## src/rtl/cp0_exc_ctrl.sv

```systemverilog
// cp0_exc_ctrl: commit-stage exception/ERET sequencer that strobes CP0, flushes the pipeline, then hands a redirect PC to fetch.
// Optional build macro CP0_EXC_STATS_EN adds a 32-bit exc_count output counting exception entries.
module cp0_exc_ctrl #(
  parameter logic [31:0] EXC_VECTOR   = 32'hbfc00380,
  parameter int unsigned FLUSH_CYCLES = 2
) (
  input  logic        clk,
  input  logic        rstn,
  input  logic        mem_valid,
  input  logic [31:0] mem_pc,
  input  logic        mem_bd,
  input  logic        ex_adel_if,
  input  logic        ex_ri,
  input  logic        ex_sys,
  input  logic        ex_bp,
  input  logic        ex_ov,
  input  logic        ex_adel_d,
  input  logic        ex_ades_d,
  input  logic [31:0] mem_badvaddr,
  input  logic        mem_eret,
  input  logic        int_pending,
  input  logic        status_exl,
  input  logic [31:0] epc_in,
  input  logic        redirect_ready,
  output logic        exc_o,
  output logic        ret_o,
  output logic [4:0]  exc_code,
  output logic [31:0] exc_epc,
  output logic        exc_bd,
  output logic [31:0] exc_badvaddr,
  output logic        flush,
  output logic        redirect_valid,
  output logic [31:0] redirect_pc,
`ifdef CP0_EXC_STATS_EN
  output logic [31:0] exc_count,
`endif
  output logic        busy
);

  localparam logic [4:0] EXC_INT  = 5'd0;
  localparam logic [4:0] EXC_ADEL = 5'd4;
  localparam logic [4:0] EXC_ADES = 5'd5;
  localparam logic [4:0] EXC_SYS  = 5'd8;
  localparam logic [4:0] EXC_BP   = 5'd9;
  localparam logic [4:0] EXC_RI   = 5'd10;
  localparam logic [4:0] EXC_OV   = 5'd12;

  localparam logic [3:0] FLUSH_LOAD = 4'(FLUSH_CYCLES);

  typedef enum logic [1:0] {
    ST_IDLE  = 2'd0,
    ST_FLUSH = 2'd1,
    ST_REDIR = 2'd2
  } state_t;

  state_t      state_q, state_d;
  logic [3:0]  cnt_q, cnt_d;

  logic        take_int;
  logic        take_exc;
  logic        sample;
  logic        enter_exc;
  logic        enter_ret;
  logic [4:0]  sel_code;
  logic [31:0] sel_badvaddr;
  logic [31:0] sel_epc;

  assign take_int  = int_pending & ~status_exl;
  assign take_exc  = take_int | ex_adel_if | ex_ri | ex_sys | ex_bp | ex_ov
                   | ex_adel_d | ex_ades_d;
  assign sample    = (state_q == ST_IDLE) & mem_valid;
  assign enter_exc = sample & take_exc;
  assign enter_ret = sample & mem_eret & ~take_exc;

  // Only the winning cause decides BadVAddr; lower-priority address faults are masked.
  // NOTE: every always_comb output is defaulted first so no path can infer a latch.
  always_comb begin
    sel_code     = EXC_INT;
    sel_badvaddr = '0;
    if (take_int) begin
      sel_code = EXC_INT;
    end else if (ex_adel_if) begin
      sel_code     = EXC_ADEL;
      sel_badvaddr = mem_pc;
    end else if (ex_ri) begin
      sel_code = EXC_RI;
    end else if (ex_sys) begin
      sel_code = EXC_SYS;
    end else if (ex_bp) begin
      sel_code = EXC_BP;
    end else if (ex_ov) begin
      sel_code = EXC_OV;
    end else if (ex_adel_d) begin
      sel_code     = EXC_ADEL;
      sel_badvaddr = mem_badvaddr;
    end else if (ex_ades_d) begin
      sel_code     = EXC_ADES;
      sel_badvaddr = mem_badvaddr;
    end
  end

  // A delay-slot instruction restarts at its branch, one word earlier.
  assign sel_epc = mem_bd ? (mem_pc - 32'd4) : mem_pc;

  always_comb begin
    state_d = state_q;
    cnt_d   = cnt_q;
    unique case (state_q)
      ST_IDLE: begin
        if (enter_exc || enter_ret) begin
          state_d = ST_FLUSH;
          cnt_d   = FLUSH_LOAD;
        end
      end
      ST_FLUSH: begin
        cnt_d = cnt_q - 4'd1;
        if (cnt_q <= 4'd1) begin
          state_d = ST_REDIR;
        end
      end
      ST_REDIR: begin
        if (redirect_ready) begin
          state_d = ST_IDLE;
        end
      end
      default: begin
        state_d = ST_IDLE;
        cnt_d   = '0;
      end
    endcase
  end

  // NOTE: sequential state uses non-blocking assignments so every flop samples pre-edge values.
  always_ff @(posedge clk) begin
    if (!rstn) begin
      state_q <= ST_IDLE;
      cnt_q   <= '0;
    end else begin
      state_q <= state_d;
      cnt_q   <= cnt_d;
    end
  end

  // NOTE: the held CP0 fields are reset too, since they are visible outputs that must read 0 after reset.
  always_ff @(posedge clk) begin
    if (!rstn) begin
      exc_o        <= 1'b0;
      ret_o        <= 1'b0;
      exc_code     <= '0;
      exc_epc      <= '0;
      exc_bd       <= 1'b0;
      exc_badvaddr <= '0;
      redirect_pc  <= '0;
    end else begin
      exc_o <= enter_exc;
      ret_o <= enter_ret;
      if (enter_exc) begin
        exc_code     <= sel_code;
        exc_epc      <= sel_epc;
        exc_bd       <= mem_bd;
        exc_badvaddr <= sel_badvaddr;
        redirect_pc  <= EXC_VECTOR;
      end else if (enter_ret) begin
        redirect_pc  <= epc_in;
      end
    end
  end

`ifdef CP0_EXC_STATS_EN
  always_ff @(posedge clk) begin
    if (!rstn) begin
      exc_count <= '0;
    end else if (enter_exc) begin
      exc_count <= exc_count + 32'd1;
    end
  end
`endif

  assign busy           = (state_q != ST_IDLE);
  assign flush          = (state_q == ST_FLUSH) || (state_q == ST_REDIR);
  assign redirect_valid = (state_q == ST_REDIR);

  a_one_strobe: assert property (@(posedge clk) disable iff (!rstn) !(exc_o && ret_o));
  a_pc_stable:  assert property (@(posedge clk) disable iff (!rstn)
                  (redirect_valid && !redirect_ready) |=> $stable(redirect_pc));

endmodule

```

## config.mk

```make
export PLATFORM = sky130hd
export DESIGN_NAME = cp0_exc_ctrl
export DESIGN_NICKNAME = d
export VERILOG_FILES = /design/src/rtl/cp0_exc_ctrl.sv
export SDC_FILE = /design/constraint.sdc
export NUM_CORES = 1
export LEC_CHECK = 0
export ABC_AREA = 1
export BUFFER_PORTS_ARGS = -buffer_cell sky130_fd_sc_hd__buf_2
export CORE_ASPECT_RATIO = 1.75
export CORE_MARGIN = 8
export CORE_UTILIZATION = 45
export CTS_CLUSTER_DIAMETER = 150
export DETAILED_ROUTE_END_ITERATION = 16
export HOLD_SLACK_MARGIN = 0.03
export PLACE_DENSITY_LB_ADDON = 0.1
export SLEW_MARGIN = 40
export SYNTH_ARGS = -nofsm -noshare
export SYNTH_HDL_FRONTEND = slang
export SYNTH_SLANG_ARGS = --single-unit
```

## constraint.sdc

```tcl
create_clock -name clk -period 2.1 [get_ports clk]
set_input_delay 0.105 -clock clk [delete_from_list [all_inputs] [get_ports clk]]
set_output_delay 0.105 -clock clk [all_outputs]
set_load 0.01 [all_outputs]
```

# Yosys cells after proc, flatten, opt, wreduce, memory -nomap -nowiden
# Cells that the tools add are included.
# classes
add_sub_neg,2
order_cmp,1
eq_ne,5
mux,25
bitwise_logic,16
reduce_logical,8
# ops
cell,count
$mux W32,11
$sub A32 B3 Y32 const B,1
$mux W4,7
$pmux W4 S3,1
$or A1 B1 Y1,7
$mux W2,3
$mux W3,2
$pmux W2 S3,1
$and A1 B1 Y1,5
$le A4 B1 Y1 const B,1
$ne A2 B2 Y1 const B,2
$not A1 Y1,4
$reduce_bool A2 Y1,2
$sub A4 B1 Y4 const B,1
$reduce_and A3 Y1,1
$eq A2 B1 Y1 const B,1
$eq A2 B2 Y1 const B,1
$logic_not A2 Y1,1
$logic_or A1 B1 Y1,2
$ne A2 B1 Y1 const B,1
$reduce_and A2 Y1,1
$reduce_or A2 Y1,1
# totals
ff_bits,110
in_bits,111
out_inout_bits,107
wordCells,67

# Longest topological paths before layout
# logic_depth
ltp_word,14
ltp_mapped,12
mapped_depth_nobuf,11

# Least setup slack after synthesis
# OpenSTA, ideal clock, no wires.
# synth_path
path_kind,register to register
start,reg state_q[0]
end,reg redirect_pc[0]
setup_ns,0.132
t_arrival_ns,1.475
required_time_ns,1.968
slack_ns,0.493
path_stages_with_launch,11
n_path_buf,1
synth_period_minus_slack_ns,1.607
path_cell_list,dfxtp_1 inv_1 ha_1 nand2_1 nor2_4 inv_1 nor2_2 inv_1 buf_2 nand2_1 a21oi_1
# synth_via
elab_chain_len,4
word_cells_on_any_way,6
classes_between,4 x bitwise; 2 x reduce/logical
# synth_rtl
item,line,rtl
"start, declared",56,"state_t state_q, state_d;"
"start signal, assigned",139,state_q <= state_d;
$logic_not A2 Y1 (*),71,assign sample = (state_q == ST_IDLE) & mem_valid;
$and A1 B1 Y1 (*),71,
"$and A1 B1 Y1, on equally long branches","73, 72",
$and A1 B1 Y1 or $reduce_or A2 Y1 (tied branches),n/a,
"end signal, assigned",164,redirect_pc <= epc_in;
"end, declared",33,"output logic [31:0] redirect_pc,"
# Every way passes the cells marked *; elsewhere a longest branch is shown, timed or not.
# A chain may end at the register's enable or synchronous reset.

# Worst setup path in the final report
# layout_path
start,reg state_q[1]
end,reg redirect_pc[21]
# The elaborated chain is that of the path after synthesis.

==> summary.txt <==
Routing
  – Total number of vias: 5,579
  – Post-DRT Antenna Nets: 0
  – DRC violations left: 0
  – Initial DRC count: 157
  – Wire per inst: 15.8 um
  – TritonRoute pass-1 iters: 4
  – Drt via density: a little under 5
  – Routed WL: 18,100 um

Clock tree
  – Maximum buffer depth of the clock tree: 2
  – Clk sink count: 109
  – Hold_buf cts: 27
  – Cts repair resizes: 0
  – Buffers inserted by post-CTS timing repair: 0
  – Clock Pin Slew Worst Setup and Hold Paths: 0.07 ns
  – Cts bufs inserted: 9
  – Htree depth: 3
  – CTS tree: built
  – Worst-Skew Late Latency: ~0.34 ns
  – Clk root buf: clkbuf_16

Synth
  – Number of synthesized flops with an enable pin: 0
  – Synth Net Count: 884
  – Largest cells by area after synthesis: dfxtp_1, nand2_1, inv_1
  – Synth Warn #: 0
  – Post-synth top area cell: dfxtp_1
  – Main synth FF type: dfxtp_1
  – #FFs+latches synth: 109
  – Post-synth cell types: 33
  – Post-synth ARST share: 0%
  – Synthesized cell area: slightly above 5000 sq um
  – Avg Cell Area, Syn: 6.74 sq um
  – Yosys top cell area share: a little over two fifths
  – Sequential-to-total area share from yosys stat: a little over two fifths
  – Mapped Cells: between 700 and 800

STA
  – Slew HR: 61.0%
  – RSZ-0062 raised after global routing: false
  – Final Max Tran Viols: 0
  – Worst setup margin: about 0.28 ns
  – Fin crit share: 86.6%
  – Final setup TNS: 0 ns
  – Hold Slack: 0.0416 ns
  – Final setup viols: 0
  – Worst Max-Slew Pin Slew: 0.584 ns
  – Fmax: 550 MHz
  – Hold Violations, Final: 0
  – Layout Skew: around 0.0077 ns
  – Final min period: 1.82 ns

Setup path
  – Critical setup path kind: register to register
  – Reg-to-reg startpoint: state_q[1]
  – Worst Setup End Kind: register
  – Crit-path max FO: 20
  – Crit path to: redirect_pc[21]
  – Worst setup path startpoint: state_q[1]
  – FF-to-FF End: redirect_pc[21]
  – WP data arrival: between 2 and 2.5 ns
  – Worst setup SP type: register
  – Required time worst endpoint: around 2.4 ns
  – R2R cell count: 9
  – R2R Setup Slk: 0.28 ns

Flow run
  – Max-cap violation count: 0

Die
  – Rows: 52
  – Core area: 11,400 sq um
  – Num ports: 218
  – Chip height: 158 um
  – Die Wd: 97.0 um
  – Initial Utilization: 45.4%
  – Die footprint: between 15,000 and 20,000 sq um

GRT
  – Largest net degree at the start of global routing: 34
  – GRT Residual Overflow: 0
  – Antenna violations before repair: 1
  – Vias in the first global route: 5,774
  – Tot GR Track Use: 23.2%
  – First-pass GRT wire length: 28,600 um

Worst hold path
  – Type of the most critical hold path: primary input to register
  – Hold_sp: rstn

Run status
  – Status: completed

Pwr
  – Peak supply drop: roughly 0.7 mV
  – Pwr dens: 830 nW/um^2
  – Leakage: 0.00367 uW
  – Final Power: 5780 uW

Cells and area
  – Final #Nets: about 1,100
  – Area Overhead vs Synth: 34.6%
  – Ratio of cells with drive above 1 in the final layout: between 20% and 30%
  – Fillers: 1,135
  – Post-Layout Cell Count: 1,148

Place
  – Pre-CTS WS: 0.304 ns
  – I/O Buffers: around 220
  – Post-placement cell count: 1,104
  – Placer congestion estimate: between 0.9 and 1
  – Post-DP HPWL: 14,200 um
==> cell families (layout without fill, tap and decap cells) <==
logic type                 Yosys count  after routing  synth area share (%)
AOI/OAI and AO/OA                  114            114                  11.8
xor gates and xnor gates             8              8                  1.36
adders and majority gates            6              6                  1.45
buffers and inverters              125            370                  10.1
DFF                                109            109                  42.2
muxes                                7              7                  1.36
other                                1              2                0.0725
and+or+nand+nor                    397            397                  31.7
==> worst min path at each step <==
stage | to | slack (ns) | cells past startpoint
2_1_floorplan | redirect_pc[22] | 0.22 | 2
3_3_place_gp | redirect_pc[9] | 0.31 | 3
3_5_place_dp | redirect_pc[26] | 0.31 | 3
4_1_cts | state_q[0] | 0.03 | 3
5_1_grt | state_q[0] | 0.04 | 3
6_report | state_q[0] | 0.04 | 3
==> layout make-up <==
class / count / area (sq um) / share of cell area [%]
Antenna cell: 1 / 2.50 / 0.0360
Clock buffer: 11 / 253 / 3.63
Clock inverter: 5 / 41.3 / 0.593
Inverter: 98 / 370 / 5.32
Multi-Input combinational cell: 533 / 2470 / 35.5
Sequential cell: 109 / 2180 / 31.4
Tap cell: 135 / 169 / 2.43
Timing Repair Buffer: 256 / 1470 / 21.2
==> cells in the mapped netlist, types with 2 or more instances <==
cell type  instances
inv_1             92
ha_1               6
dfxtp_1          109
o21ai_0           45
nand2_1          271
buf_2             12
buf_6              2
xor2_1             7
clkbuf_1           8
nor2_8             2
a21oi_1           33
o22ai_1           29
nor2_2             3
nor2_4             2
nand3_1           35
nor2_1            69
buf_4              5
inv_2              5
o21ai_1            5
nand4_1            8
mux2i_1            7
==> state kept, by name, summed over array words and instances (netlist names) <==
signal,flops
exc_o,1
redirect_pc,32
cnt_q,4
exc_epc,32
exc_badvaddr,32
state_q,2
exc_code,4
exc_bd,1
ret_o,1
==> layer usage <==
layer / share of wire (%) / routed length, um / GRT usage, %
met5: 0 / 0 / 0
met4: 3.4 / 619 / 11.0
met3: 6.6 / 1200 / 6.47
met2: 54 / 9700 / 45.1
met1: 36 / 6580 / 21.6
==> layout by cell type, fill, tap and decap left out, types with 2 or more instances in the layout <==
cell type,count
a21oi_1,33
buf_12,2
buf_2,216
buf_4,11
clkbuf_16,9
clkbuf_8,2
dfxtp_1,109
dlygate4sd3_1,27
ha_1,6
inv_1,92
inv_2,5
inv_6,2
mux2i_1,7
nand2_1,271
nand3_1,35
nand4_1,8
nor2_1,69
nor2_2,3
nor2_4,2
nor2_8,2
o21ai_0,45
o21ai_1,5
o22ai_1,29
xor2_1,7
==> critical path: stages, from the launching register on <==
cell,delay [ns]
dfxtp_1,0.36
inv_1,0.07
ha_1,0.19
nand2_1,0.12
nor2_4,0.04
inv_1,0.16
nor2_2,0.08
inv_1,0.44
nand2_1,0.12
a21oi_1,0.16
==> metrics by stage <==
stage                     util [%]  cell area, sq um
after floorplan                  -              5170
after global placement        56.1              6390
after detailed placement      56.1              6390
after CTS                     61.1              6960
after global routing          61.1              6960
final                         61.1              6960
==> report_power, final <==
group	leakage (uW)	switching (uW)	internal [uW]
clock network	0.000144	791	886
registers	0.000890	138	2340
logic	0.00264	987	634
Note: power is estimated with default switching activity, not from simulation.
